[config.mk]
export PLATFORM = sky130hd
export DESIGN_NAME = sysarr_fifo_sched
export DESIGN_NICKNAME = d
export VERILOG_FILES = /design/src/rtl/sysarr_fifo_sched.sv
export SDC_FILE = /design/constraint.sdc
export NUM_CORES = 1
export LEC_CHECK = 0
export CAP_MARGIN = 20
export CORE_UTILIZATION = 37
export CTS_BUF_LIST = sky130_fd_sc_hd__clkbuf_16
export DETAILED_ROUTE_END_ITERATION = 8
export GPL_TIMING_DRIVEN = 0
export PLACE_DENSITY = 0.81
export SETUP_SLACK_MARGIN = 0.05
export SYNTH_ARGS = -nofsm -noshare
export SYNTH_HDL_FRONTEND = slang
export SYNTH_SLANG_ARGS = --single-unit
[constraint.sdc]
create_clock -name clk -period 2.15 [get_ports clk]
set_clock_uncertainty 0.2 [all_clocks]
set_input_delay 0.43 -clock clk [delete_from_list [all_inputs] [get_ports clk]]
set_output_delay 0.43 -clock clk [all_outputs]
set_load 0.03 [all_outputs]
[src/rtl/sysarr_fifo_sched.sv]
// Sequencer for the systolic array's row-input FIFOs: loads one tile as N column
// beats into all row FIFOs, then drains them with a one-cycle-per-row diagonal skew.
module sysarr_fifo_sched #(
  parameter int N  = 4,
  parameter int DW = 8
) (
  input  logic            clk,
  input  logic            nRST,
  input  logic            in_valid,
  output logic            in_ready,
  input  logic [N*DW-1:0] in_data,
  input  logic            stall,
  output logic [N-1:0]    fifo_load,
  output logic [N*DW-1:0] fifo_load_vals,
  output logic [N-1:0]    fifo_shift,
  output logic            busy,
  output logic            tile_done,
  output logic [15:0]     tile_count
);

  localparam int LCW = (N > 1) ? $clog2(N) : 1;
  localparam int DCW = $clog2(2*N-1) + 1;
  localparam logic [LCW-1:0] LCNT_LAST = LCW'(N-1);
  localparam logic [DCW-1:0] DCNT_LAST = DCW'(2*N-2);

  typedef enum logic [1:0] {
    ST_LOAD  = 2'd0,
    ST_WRAP  = 2'd1,
    ST_DRAIN = 2'd2,
    ST_DONE  = 2'd3
  } state_t;

  state_t          r_state;
  state_t          w_state_next;
  logic [LCW-1:0]  r_lcnt;
  logic [LCW-1:0]  w_lcnt_next;
  logic [DCW-1:0]  r_dcnt;
  logic [DCW-1:0]  w_dcnt_next;
  logic [15:0]     r_tile_count;
  logic            w_accept;
  logic            w_drain_adv;
  logic [N-1:0]    w_in_window;

  assign w_accept    = (r_state == ST_LOAD) && in_valid;
  assign w_drain_adv = (r_state == ST_DRAIN) && !stall;

  always_ff @(posedge clk or negedge nRST) begin
    if (!nRST) begin
      r_state      <= ST_LOAD;
      r_lcnt       <= '0;
      r_dcnt       <= '0;
      r_tile_count <= 16'd0;
    end else begin
      r_state <= w_state_next;
      r_lcnt  <= w_lcnt_next;
      r_dcnt  <= w_dcnt_next;
      if (r_state == ST_DONE) begin
        r_tile_count <= r_tile_count + 16'd1;
      end
    end
  end

  always_comb begin
    w_state_next = r_state;
    w_lcnt_next  = r_lcnt;
    w_dcnt_next  = r_dcnt;
    unique case (r_state)
      ST_LOAD: begin
        if (w_accept) begin
          if (r_lcnt == LCNT_LAST) begin
            w_lcnt_next  = '0;
            w_state_next = ST_WRAP;
          end else begin
            w_lcnt_next = r_lcnt + LCW'(1);
          end
        end
      end
      ST_WRAP: begin
        w_dcnt_next  = '0;
        w_state_next = ST_DRAIN;
      end
      ST_DRAIN: begin
        // A stall on the last drain step holds DRAIN; DONE only follows a real shift.
        if (!stall) begin
          if (r_dcnt == DCNT_LAST) begin
            w_dcnt_next  = '0;
            w_state_next = ST_DONE;
          end else begin
            w_dcnt_next = r_dcnt + DCW'(1);
          end
        end
      end
      ST_DONE: begin
        w_state_next = ST_LOAD;
      end
      default: begin
        w_state_next = ST_LOAD;
      end
    endcase
  end

  // Row i is live while dcnt is in [i, i+N): exactly N shifts per row per tile.
  for (genvar gi = 0; gi < N; gi++) begin : g_row
    localparam logic [DCW-1:0] WIN_LO = DCW'(gi);
    localparam logic [DCW-1:0] WIN_HI = DCW'(gi + N);
    if (gi == 0) begin : g_first
      assign w_in_window[gi] = (r_dcnt < WIN_HI);
    end else begin : g_rest
      assign w_in_window[gi] = (r_dcnt >= WIN_LO) && (r_dcnt < WIN_HI);
    end
  end

  always_comb begin
    in_ready       = 1'b0;
    busy           = 1'b1;
    tile_done      = 1'b0;
    fifo_load      = '0;
    fifo_shift     = '0;
    fifo_load_vals = in_data;
    unique case (r_state)
      ST_LOAD: begin
        in_ready  = 1'b1;
        busy      = 1'b0;
        fifo_load = w_accept ? {N{1'b1}} : {N{1'b0}};
      end
      ST_DRAIN: begin
        fifo_shift = w_drain_adv ? w_in_window : {N{1'b0}};
      end
      ST_DONE: begin
        tile_done = 1'b1;
      end
      default: begin
      end
    endcase
  end

  assign tile_count = r_tile_count;

endmodule
# Word level (Yosys, flattened, before mapping)
# Cells that the tools add are included.
# word_totals
regBits,24
latch_bits,0
mem_bits_rw,0
romBits,0
in_bits,36
elab_cells,50
mem_count,0
# op_classes
n_addsub,3
n_mul,0
n_div,0
magnitude_cmp,7
eq_ne,9
shifts,0
n_mux,16
bitwise_logic,0
n_reduce_logical,11
# op_table
op,count
4-bit 2-to-1 mux,6
"16-bit by 1-bit adder with 16-bit output, second input constant",1
"4-bit by 3-bit less-than comparator with 1-bit output, second input constant",4
2-bit 2-to-1 mux,5
"4-bit by 2-bit >= comparator with 1-bit output, second input constant",2
2-bit one-hot mux with 4 select lines,1
4-bit one-hot mux with 2 select lines,1
"2-bit == test, second input constant",3
1-bit logical AND,5
"4-bit by 1-bit adder with 4-bit output, second input constant",1
"4-bit by 3-bit == test with 1-bit output, second input constant",1
"4-bit by 1-bit >= comparator with 1-bit output, second input constant",1
"2-bit by 1-bit != test with 1-bit output, second input constant",2
"2-bit != test, second input constant",2
2-bit AND reduction,2
4-bit AND reduction,1
1-bit 2-to-1 mux,3
"2-bit by 1-bit adder with 2-bit output, second input constant",1
"2-bit by 1-bit == test with 1-bit output, second input constant",1
2-bit zero test,1
2-bit nonzero test,1
1-bit zero test,1

# Logic depth before layout (Yosys ltp)
# Gate-level depths: netlist (run 1).
# logic_depth
word_depth,4
ltp_mapped,6

# Least setup slack after synthesis (run 1)
# No wires, ideal clock.
# synth_timing
path_type,register to output
start,reg r_state[0]
end,out fifo_shift[1]
t_arrival_ns,1.693
required_ns,1.520
slack_ns,-0.173
path_stages_with_launch,6
n_path_buf,1
cell_sequence,dfrtp_1 inv_1 ha_1 buf_2 nand3_1 a211oi_1
# synth_via
elab_chain_cells,4
# synth_rtl
item,line,source
"start, declared",33,state_t r_state;
"start signal, assigned",54,r_state <= w_state_next;
2-bit == test (*),"45, 120",
1-bit logical AND,45,assign w_drain_adv = (r_state == ST_DRAIN) && !stall;
4-bit 2-to-1 mux,127,fifo_shift = w_drain_adv ? w_in_window : {N{1'b0}};
4-bit 2-to-1 mux (*),120,unique case (r_state)
"end, declared",15,"output logic [N-1:0] fifo_shift,"
# Every way passes the cells marked *; elsewhere a longest branch is shown, timed or not.

# Worst setup path after layout (run 1)
# Ends and elaborated chain as after synthesis.

==> metrics.txt, run 1 <==
grt met3 use 2.76%; H-tree depth 1; pin count of the biggest net entering global routing 25; CP max-delay cell dfrtp_1; Remaining Overflow, GRT 0; CTS Buffer Depth 2; CP Max Fanout 4; synth top area cells dfrtp_1 (40%), buf_4 (18%), ha_1 (8.2%), xnor2_1 (6.3%), xor2_1 (3.5%); Leak Pwr 0.00109 uW; # Max-Cap Violations 0; Root Buffer clkbuf_16; vias 1219; Final Total Pwr 2290 uW; synthesized cell area 1520 um^2; TritonCTS Buffers 3; gpl congestion 0.812; syn nets 199; Warnings, synthesis 0; # rows 22; fin cells 270; initial core utilization 40.0%; Global Route met1 Usage 14.8%; Max-slew headroom 67.4%; Period minus WS final 2.10 ns; area leader, netlist dfrtp_1; WHS 0.288 ns; grt met2 use 22.7%; Fin. Hold Viols 0; Post-synth ARST share 100%; final-report setup violation count 0; io pins 95; worst slew pin tran 0.487 ns; ys flop type dfrtp_1; total clock sinks 24; CTS tree done; initial antenna violation count 0; Data arrival, critical path 1.47 ns; Vias per Instance 4.51; CP Class reg -> out; IR drop worst, VDD 0.799 mV; Seq/Total Area, Yosys 39.5%; Synth Register Bits 24; busiest grt layer met2; final worst-path cycle share 97.9%; All-Layer GR Usage 12.2%; fin nets 270; area post-placement 2210 um^2; routed len/inst 11.1 um; Initial DRT Pass Iterations 4; top-area cell type share of the netlist area 39.5%; synth cell count leaders buf_4 (36), dfrtp_1 (24), nand2_1 (13), xnor2_1 (11), ha_1 (10); count leader, synth buf_4; Setup crit start kind flip-flop; synth unique cells 29; synthesis-to-finish area growth 52.6%; IO Port Bufs 62; Final HPWL DP 2220 um; Crit path required time 1.52 ns; Post-CTS Hold Buffers 0; die height 66.1 um; Slew Limit Fails 0; ANT cells 0; global-route wire length before repair 4200 um; die width 66.1 um; CP Capture Type primary output; share of post-route cells with drive strength above 1 30.6%; Total Wirelength 3010 um; Cell Chain, Critical Path inv_2, ha_2, buf_6, nand3_4, a211oi_2, buf_4; synthesized instance count 153; Clock transition at path regs 0.06 ns; outcome complete, no violations; Pwr Density 987 nW/um^2; Mapped Avg Cell Area 9.94 um^2; RSZ-0062 raised after global routing yes; CP max stage delay 0.43 ns; initial DRC count 29; drt drc 0; total core area 3800 um^2; post-route ant nets 0; Hold Path Class reg -> reg; Die Footprint 4370 um^2; vias in the first global route 992; Post-synth EDFFs 0; Clk Latency, worst-skew pair 0.25 ns; Max Freq 0.475 GHz; dpl cells 263; design area 2320 um^2
[layer usage]
metal	part of all wire (%)	up-vias	routed length, um
li1	-	610	-
met1	38	563	1150
met2	54	46	1630
met3	7.5	0	226
met4	0	0	0
met5	0	-	0
[stage by stage]
| stage | utilization, % | TNS [ns] | worst slack, ns |
|---|---|---|---|
| 5_1_grt | 61.1 | -0.00813 | -0.00813 |
| 4_1_cts | 59.9 | 0 | 0.0143 |
| 3_3_place_gp | 58.1 | -3.19 | -0.502 |
| 6_report | 61.1 | 0 | 0.0462 |
| 3_5_place_dp | 58.1 | -3.28 | -0.501 |
| 2_1_floorplan | - | 0 | 0.102 |
[sequential cells by signal (all words and copies together), names as in the netlist]
name and cells:
tile_count 16, r_state 2, r_lcnt 2, r_dcnt 4
[power by group]
group / switching (uW) / internal [uW] / leakage (uW) / total, uW
Combinational: 658 / 573 / 0.000736 / 1230
Clock: 139 / 245 / 0.0000370 / 384
Sequential: 119 / 557 / 0.000318 / 675
[final cells by class]
class | count | area [um^2]
Sequential cell | 24 | 601
Clock buffer | 3 | 75.1
Fill cell | 338 | 1480
Multi-Input combinational cell | 83 | 636
Buffer | 37 | 282
Inverter | 9 | 33.8
Timing Repair Buffer | 66 | 633
Tap cell | 48 | 60.1
[repair_timing]
| action | 4_1_cts | 5_1_grt |
|---|---|---|
| setup buffers | 0 | 3 |
| resized for setup | 56 | 5 |
| endpoints found under the setup margin | 11 | 9 |
[layout by cell type, fill, tap and decap left out, types with 2 or more instances in the layout]
cell / count
o22ai_1: 3
and4_1: 2
ha_2: 2
buf_4: 46
nand2_1: 12
clkbuf_16: 3
nand3_1: 4
a21oi_1: 2
xor2_1: 6
ha_1: 8
xnor2_1: 11
mux2_2: 4
nor2_1: 8
clkdlybuf4s50_1: 51
nor3_2: 2
inv_1: 5
and3_1: 2
dlygate4sd2_1: 2
inv_2: 4
dfrtp_1: 24
nand4_1: 3
[cells by family after synthesis]
kind of cell	count (synthesis)	synth area share [%]
flip-flops	24	39.5
adder cells (fa/ha/maj)	10	8.23
AO/OA/AOI/OAI	12	5.76
buffers and inverters	46	20.3
multiplexers	4	2.96
AND/OR/NAND/NOR	40	13.4
XOR/XNOR	17	9.79
[worst max-delay path: cells and delay by family, from the launching register on]
family          cells  cell delay (ns)
simple gates        1             0.09
buf+inv             3             0.39
flops               1             0.43
compound gates      1             0.15
fa+ha+maj           1             0.17
[path summary, 6_finish.rpt]
path,endpoint,cells past startpoint,slack [ns],start
setup / recovery,fifo_shift[1],6,0.05,r_state[0]
hold / removal,tile_count[15],1,0.29,tile_count[15]
hold reg to reg,tile_count[15],1,0.29,tile_count[15]
min in group asynchronous,tile_count[3],1,0.31,nRST
max in group asynchronous,tile_count[14],2,0.98,nRST
setup reg to reg,tile_count[10],5,0.19,r_state[0]
(Power assumes the default switching activity.)
==> run 2, diff against run 1 <==
--- a/config.mk
+++ b/config.mk
@@ -15,3 +15,4 @@
 export SYNTH_ARGS = -nofsm -noshare
 export SYNTH_HDL_FRONTEND = slang
 export SYNTH_SLANG_ARGS = --single-unit
+export TNS_END_PERCENT = 1
==> metrics.txt, run 2 (synthesized netlist as in run 1, its figures left out) <==
outcome complete, no violations (unchanged); worst slew pin tran 0.362 ns (was 0.487 ns); fin nets 270 (unchanged); Post-CTS Hold Buffers 0 (unchanged); Cell Chain, Critical Path inv_2, ha_1, buf_6, nand3_4, a211oi_2, buf_4 (was inv_2, ha_2, buf_6, nand3_4, a211oi_2, buf_4); RSZ-0062 raised after global routing yes (unchanged); register area 601 um^2 (unchanged); synthesis-to-finish area growth 53.2% (was 52.6%); initial antenna violation count 0 (unchanged); CTS tree done (unchanged); IO Port Bufs 62 (unchanged); RR Startpoint r_state[0] (unchanged); # rows 22 (unchanged); Crit path required time 1.52 ns (about the same); Vias per Instance 4.54 (was 4.51); Fin. Hold Viols 0 (unchanged); pin count of the biggest net entering global routing 25 (unchanged); Clk Latency, worst-skew pair 0.25 ns (about the same); commonest non-fill, non-tap cell in the layout clkdlybuf4s50_1 (unchanged); Die Footprint 4370 um^2 (unchanged); Final Total Pwr 2310 uW (was 2290 uW); CP delay by family, top flip-flops (unchanged); CP Class reg -> out (unchanged); Leak Pwr 0.00110 uW (was 0.00109 uW); TritonCTS Buffers 3 (unchanged); vias in the first global route 1012 (was 992); Remaining Overflow, GRT 0 (unchanged); Period minus WS final 2.11 ns (was 2.10 ns); die width 66.1 um (unchanged); r2r endpoint r_state[1] (was tile_count[10]); gpl congestion 0.815 (was 0.812); H-tree depth 1 (unchanged); CP max stage delay 0.44 ns (was 0.43 ns); total core area 3800 um^2 (unchanged); Clock transition at path regs 0.06 ns (about the same); commonest cells after routing, fill and taps aside clkdlybuf4s50_1 (51), buf_4 (46), dfrtp_1 (24), nand2_1 (12), xnor2_1 (11) (unchanged); global-route wire length before repair 4210 um (was 4200 um); Worst Setup Slack, final 0.0357 ns (was 0.0462 ns); die height 66.1 um (unchanged); CP Max Fanout 4 (unchanged); io pins 95 (unchanged); vias 1231 (was 1219); CP Capture Type primary output (unchanged); routed len/inst 10.9 um (was 11.1 um); Hold Path Class in -> async (was reg -> reg); Setup crit start r_state[0] (unchanged); drt drc 0 (unchanged); Initial DRT Pass Iterations 4 (unchanged); Max-slew headroom 75.6% (was 67.4%); Max Freq 0.473 GHz (was 0.475 GHz); Slew Limit Fails 0 (unchanged); DP Worst Slack -0.502 ns (was -0.501 ns); Worst R2R Path Depth 7 (was 5); final worst-path cycle share 98.3% (was 97.9%); # Max-Cap Violations 0 (unchanged); Final HPWL DP 2270 um (was 2220 um); Root Buffer clkbuf_16 (unchanged); CP max-delay cell dfrtp_1 (unchanged); Pwr Density 990 nW/um^2 (was 987 nW/um^2); post-route ant nets 0 (unchanged); multi-input logic area 633 um^2 (was 636 um^2); worst reg2reg setup slack 0.18 ns (was 0.19 ns); share of post-route cells with drive strength above 1 30.5% (was 30.6%); All-Layer GR Usage 12.6% (was 12.2%); final-report setup violation count 0 (unchanged); ANT cells 0 (unchanged); CP Buf/Inv Count 3 (unchanged); CTS Buffer Depth 2 (unchanged); # fillers 335 (was 338); IR drop worst, VDD 1.08 mV (was 0.799 mV); total clock sinks 24 (unchanged); Data arrival, critical path 1.48 ns (was 1.47 ns); Setup crit start kind flip-flop (unchanged); Total Wirelength 2960 um (was 3010 um); initial core utilization 40.0% (unchanged); max reg flops 16 (unchanged); initial DRC count 27 (was 29)
## run 2: final cells by class
cell class | count | share of cell area [%]
clock inverters | 1 | 0.161
inverters | 9 | 1.45
plain buffers | 37 | 12.1
clock buffers | 3 | 3.22
flip-flops and latches | 24 | 25.8
well taps | 48 | 2.58
multi-input cells | 83 | 27.2
repair buffers | 66 | 27.5
## run 2: power by group
| part | total, uW | leakage, uW | switching, uW | internal [uW] |
|---|---|---|---|---|
| logic | 1240 | 0.000742 | 668 | 571 |
| clock network | 394 | 0.0000385 | 145 | 248 |
| registers | 673 | 0.000318 | 116 | 557 |
## run 2: worst max-delay path by stage
stage / end / cells after the start
after floorplan: fifo_load[1] / 5
after global placement: fifo_shift[1] / 5
after detailed placement: fifo_shift[1] / 5
after CTS: fifo_load[0] / 5
after global routing: fifo_shift[1] / 6
final: fifo_shift[1] / 6
## run 2: per-stage QoR
step	util (%)	setup TNS (ns)	instance area, um^2	hold slack, ns	std cells
after global placement	58.1	-3.19	2210	0.273	263
final	61.3	0	2330	0.196	271
after global routing	61.3	-0.0802	2330	0.197	271
after CTS	60.1	-0.0615	2280	0.296	267
after floorplan	-	-0.000691	1530	-0.0656	153
after detailed placement	58.1	-3.29	2210	0.283	263
## run 2: metal layers
metal  wire [um]  part of all wire, %  track usage (%)
met1        1170                   40             14.6
met2        1550                   52             22.1
met3         215                  7.3             3.79
met4          22                 0.74             3.99
met5           0                    0                0
## run 2: timing repair
| item | 4_1_cts | 5_1_grt |
|---|---|---|
| endpoints found under the setup margin | 11 | 10 |
| setup buffers | 0 | 3 |
| gates resized for setup | 47 | 8 |
